### src/rtl/usb_cmd_frame_parser.sv
// Deframes the USB receive byte stream (AA 55 CMD LEN_H LEN_L PAYLOAD CKSUM) into
// command header, indexed payload bytes and a done/error pulse per frame.
module usb_cmd_frame_parser #(
    parameter int MAX_PAYLOAD_LEN = 256,
    parameter int TIMEOUT_CYCLES  = 50000
) (
    input  logic        clk,
    input  logic        rst_n,
    input  logic [7:0]  usb_data_in,
    input  logic        usb_data_valid_in,
    output logic [7:0]  cmd_type,
    output logic [15:0] cmd_length,
    output logic        cmd_start,
    output logic [7:0]  cmd_data,
    output logic [15:0] cmd_data_index,
    output logic        cmd_data_valid,
    output logic        cmd_done,
    output logic        parse_error,
    output logic [1:0]  err_code,
    output logic        busy
);

    localparam int TW = (TIMEOUT_CYCLES < 2) ? 1 : $clog2(TIMEOUT_CYCLES + 1);
    localparam logic [TW-1:0] TIMEOUT_LIM = TW'(TIMEOUT_CYCLES);
    localparam logic [16:0]   MAX_LEN     = 17'(MAX_PAYLOAD_LEN);

    typedef enum logic [2:0] {
        ST_IDLE,
        ST_SYNC2,
        ST_CMD,
        ST_LEN_H,
        ST_LEN_L,
        ST_DATA,
        ST_CKSUM
    } state_t;

    state_t          state;
    logic [7:0]      sum;
    logic [7:0]      cmd_latch;
    logic [7:0]      len_h;
    logic [15:0]     byte_count;
    logic [TW-1:0]   timeout_cnt;
    logic [15:0]     frame_len;
    logic            timed_out;

    assign frame_len = {len_h, usb_data_in};
    assign timed_out = (state != ST_IDLE) && !usb_data_valid_in && (timeout_cnt == TIMEOUT_LIM);
    assign busy      = (state != ST_IDLE);

    always_ff @(posedge clk or negedge rst_n) begin
        if (!rst_n) begin
            state          <= ST_IDLE;
            sum            <= 8'h00;
            cmd_latch      <= 8'h00;
            len_h          <= 8'h00;
            byte_count     <= 16'h0000;
            timeout_cnt    <= '0;
            cmd_type       <= 8'h00;
            cmd_length     <= 16'h0000;
            cmd_start      <= 1'b0;
            cmd_data       <= 8'h00;
            cmd_data_index <= 16'h0000;
            cmd_data_valid <= 1'b0;
            cmd_done       <= 1'b0;
            parse_error    <= 1'b0;
            err_code       <= 2'd0;
        end else begin
            cmd_start      <= 1'b0;
            cmd_data_valid <= 1'b0;
            cmd_done       <= 1'b0;
            parse_error    <= 1'b0;

            // Idle-clock counter saturates at the limit; any byte restarts it
            if (state == ST_IDLE || usb_data_valid_in)
                timeout_cnt <= '0;
            else if (timeout_cnt != TIMEOUT_LIM)
                timeout_cnt <= timeout_cnt + 1'b1;

            if (timed_out) begin
                parse_error <= 1'b1;
                err_code    <= 2'd3;
                state       <= ST_IDLE;
            end else if (usb_data_valid_in) begin
                case (state)
                    ST_IDLE: begin
                        if (usb_data_in == 8'hAA)
                            state <= ST_SYNC2;
                    end
                    ST_SYNC2: begin
                        if (usb_data_in == 8'h55)
                            state <= ST_CMD;
                        else if (usb_data_in != 8'hAA)
                            state <= ST_IDLE;
                    end
                    ST_CMD: begin
                        cmd_latch <= usb_data_in;
                        sum       <= usb_data_in;
                        state     <= ST_LEN_H;
                    end
                    ST_LEN_H: begin
                        len_h <= usb_data_in;
                        sum   <= sum + usb_data_in;
                        state <= ST_LEN_L;
                    end
                    ST_LEN_L: begin
                        sum <= sum + usb_data_in;
                        if ({1'b0, frame_len} > MAX_LEN) begin
                            parse_error <= 1'b1;
                            err_code    <= 2'd2;
                            state       <= ST_IDLE;
                        end else begin
                            cmd_start  <= 1'b1;
                            cmd_type   <= cmd_latch;
                            cmd_length <= frame_len;
                            err_code   <= 2'd0;
                            byte_count <= 16'h0000;
                            state      <= (frame_len == 16'h0000) ? ST_CKSUM : ST_DATA;
                        end
                    end
                    ST_DATA: begin
                        cmd_data       <= usb_data_in;
                        cmd_data_index <= byte_count;
                        cmd_data_valid <= 1'b1;
                        sum            <= sum + usb_data_in;
                        byte_count     <= byte_count + 16'd1;
                        if (byte_count == cmd_length - 16'd1)
                            state <= ST_CKSUM;
                    end
                    ST_CKSUM: begin
                        if (usb_data_in == sum) begin
                            cmd_done <= 1'b1;
                        end else begin
                            parse_error <= 1'b1;
                            err_code    <= 2'd1;
                        end
                        state <= ST_IDLE;
                    end
                    default: state <= ST_IDLE;
                endcase
            end
        end
    end

endmodule
### config.mk
export PLATFORM = sky130hd
export DESIGN_NAME = usb_cmd_frame_parser
export DESIGN_NICKNAME = d
export VERILOG_FILES = /design/src/rtl/usb_cmd_frame_parser.sv
export SDC_FILE = /design/constraint.sdc
export NUM_CORES = 1
export LEC_CHECK = 0
export ABC_AREA = 1
export BUFFER_PORTS_ARGS = -buffer_cell sky130_fd_sc_hd__buf_2
export CAP_MARGIN = 5
export CORE_MARGIN = 5
export CORE_UTILIZATION = 54
export DETAILED_ROUTE_END_ITERATION = 12
export GPL_ROUTABILITY_DRIVEN = 0
export PLACE_DENSITY_LB_ADDON = 0.15
export SLEW_MARGIN = 5
export SYNTH_ARGS = -nofsm -noshare
export SYNTH_HDL_FRONTEND = slang
export SYNTH_SLANG_ARGS = --single-unit
### constraint.sdc
create_clock -name clk -period 1.9 [get_ports clk]
set_input_delay 0.19 -clock clk [delete_from_list [all_inputs] [get_ports clk]]
set_output_delay 0.19 -clock clk [all_outputs]
set_load 0.03 [all_outputs]
==> run summary <==
Overall Global Routing Usage: 24.8%
Critical path launch point type: flop
Area of the multi-input gates: 2900 um2
Antenna diodes: 0
Final std cells w/o fill: 1005
Dpl ws: -0.0638 ns
Chip height: 115 um
Sw Share: 40.0%
Synth warnings: 0
Most common library cell in the layout ignoring fill and taps: nand2_1
Rel. slew slack: 71.2%
Leak pwr: 3.77 nW
Maximum clock path buffer count: 2
Core area: 10800 um2
Comb pwr share: 37.5%
Number of max-cap violations: 0
Row count: 38
Critical Path Start: cmd_length[1]
Later-pin clock latency in the skew report: 0.53 ns
Crit-path max FO: 5
Fmax: 0.536 GHz
Final core utilization: 69.8%
Worst r2r src: cmd_length[1]
Pint: 6.52 mW
Worst-case clock skew: 0.00746 ns
1st-iter DRT viols: 401
WS Path Type: flop to flop
Switching power: 4.34 mW
Max Slew Vio Count: 0
Total gr overflow: 0
ANT nets after route: 0
Setup violators final: 0
Critical Path RT: 2.31 ns
# DRC: 0
Hold Path Class: input pin to flop
Syn Inst Count: 738
Pwr/cell area: 1440 nW/um2
Post-synthesis cell type count: 41
Clock transition at path regs: 0.06 ns
NumNets Final: 875
Worst setup margin: 0.0342 ns
First-pass DRT Iterations: 5
Slew @ Worst Pin: 0.430 ns
Port bufs: 65
CTS Buf Count: 17
R2R depth: 12
CTS tree: done
Post-DP HPWL: 11100 um
Share of cells above drive strength 1: 23.9%
Post-synthesis cell area: 5990 um2
Run status: finished, final reports clean
# fillers: 863
CTS sink cnt: 113
Syn_nets: 761
Cells after DPL: 962
Maximum VDD drop: 0.872 mV
Setup crit end kind: flop
FF-to-FF setup slack: 0.03 ns
Post-route clock period utilization: 98.2%
Final Hold Viols: 0
Power share of the clock group: 29.0%
H-tree depth: 4
Arr. time, crit path: 2.28 ns
Seq/Total Area, Yosys: 47.2%
Root Driver: clkbuf_8
Total number of vias: 5542
Largest net degree at the start of global routing: 53
Initial antenna violation count: 0
DIE AREA: 13300 um2
Most frequent cells in the layout: 175 x nand2_1, 111 x dfrtp_1, 85 x inv_1
Register bit total from synthesis: 113
DR WL/cell: 15.7 um
Syn-to-layout area delta: 26.3%
RSZ-0062 raised after global routing: yes
Syn avg cell area: 8.12 um2
First-pass GRT wire length: 26100 um
Die X: 115 um
Flop pwr share: 33.5%
CP endpoint: state[1]
Vias in the first global route: 5489
Reg2reg end: state[1]
Sequential cell area: 2830 um2
# IOs: 66
DR vias/cell: 5.51
Initial core utilization: 55.3%
Final WL: 15800 um
Pwr Total: 10.9 mW
Period minus WS final: 1.87 ns
## power by group through the flow
| stage | logic (mW) | clock network, mW | registers [mW] |
|---|---|---|---|
| after global placement | 3.77 | 0 | 3.59 |
| after detailed placement | 3.87 | 0 | 3.62 |
| after CTS | 3.94 | 3.18 | 3.60 |
| after global routing | 4.51 | 3.31 | 3.72 |
| final | 4.08 | 3.15 | 3.64 |
| after floorplan | 2.02 | 0 | 4.23 |
## synth_stat cells (all sizes together)
library cell	n	area share [%]
a22oi	1	0.13
xnor2	12	1.8
ha	11	2.3
buf	8	1.0
o21ai	85	7.8
clkinv	1	0.083
xor2	17	2.5
nand2	183	12
a21oi	26	2.2
or4	1	0.13
or2	2	0.21
nor3	20	2.3
nand3	42	3.6
o211ai	2	0.25
nor3b	3	0.38
a41oi	1	0.15
a31oi	5	0.52
nor4	3	0.31
nor2	70	5.3
o31ai	5	0.63
nand3b	4	0.50
nand4	20	2.3
a221oi	1	0.15
inv	95	5.9
clkbuf	6	0.38
fa	1	0.33
dfrtp	113	47
## registers in the layout, indices dropped and copies added, names as in the netlist, 2 cells and up
name and flops:
cmd_data_index 16, cmd_data 8, err_code 2, cmd_type 8, len_h 8, byte_count 16
cmd_latch 8, state 3, sum 8, timeout_cnt 16, cmd_length 16
## cell type report
cell class,count,area share (%)
clock buffers,21,5.93
clock inverters,11,1.80
inverters,96,4.91
multi-input cells,515,38.3
flip-flops and latches,113,37.4
well taps,140,2.31
repair buffers,109,9.31
## worst max-delay path: stages, from the launching register on
cell	delay, ns
dfrtp_1	0.43
inv_2	0.10
ha_4	0.17
nand3_4	0.10
nor2_4	0.15
xor2_1	0.19
nand2_1	0.10
nor2_2	0.13
nand3_2	0.10
nand3_4	0.11
nand2_2	0.06
nand2_1	0.06
nand2_1	0.05
## kinds of logic after synthesis
| family | share of synthesized area, % |
|---|---|
| XOR/XNOR | 4.24 |
| buffers and inverters | 7.43 |
| AO/OA/AOI/OAI | 11.8 |
| AND/OR/NAND/NOR | 26.7 |
| flip-flops | 47.2 |
| adder cells (fa/ha/maj) | 2.63 |
## through the flow
step,hold slack (ns),TNS (ns),cell area [um2]
finish,0.0317,0,7570
global route,0.0262,-0.381,7570
CTS,0.0107,0,7380
detailed placement,0.136,-0.775,6690
global placement,0.129,0,6690
floorplan,-0.106,0,5990
## worst min-delay path by stage
stage	from	to	slack, ns	cells after the start
finish	usb_data_in[5]	cmd_length[5]	0.03	3
global route	usb_data_in[5]	cmd_latch[5]	0.03	3
global placement	rst_n	cmd_data_index[10]	0.13	1
detailed placement	rst_n	cmd_length[13]	0.14	1
CTS	usb_data_in[5]	cmd_length[5]	0.01	3
floorplan	rst_n	byte_count[0]	-0.11	0
## metal layers
metal	global-route usage [%]	up-vias	share of wire, %
li1	-	2641	-
met1	31.5	2683	43
met2	40.8	178	49
met3	5.32	40	5.5
met4	11.3	0	2.7
met5	0	-	0
## repair_timing
action / in CTS / in global routing
endpoints found under the setup margin: 23 / 50
resized for setup: 9 / 47
endpoints found under the hold margin: 122 / 0
hold buffers: 7 / 0
pin swaps: 1 / 7
gates cloned: 0 / 0
setup buffers: 0 / 4
Note: power is estimated with default switching activity, not from simulation.
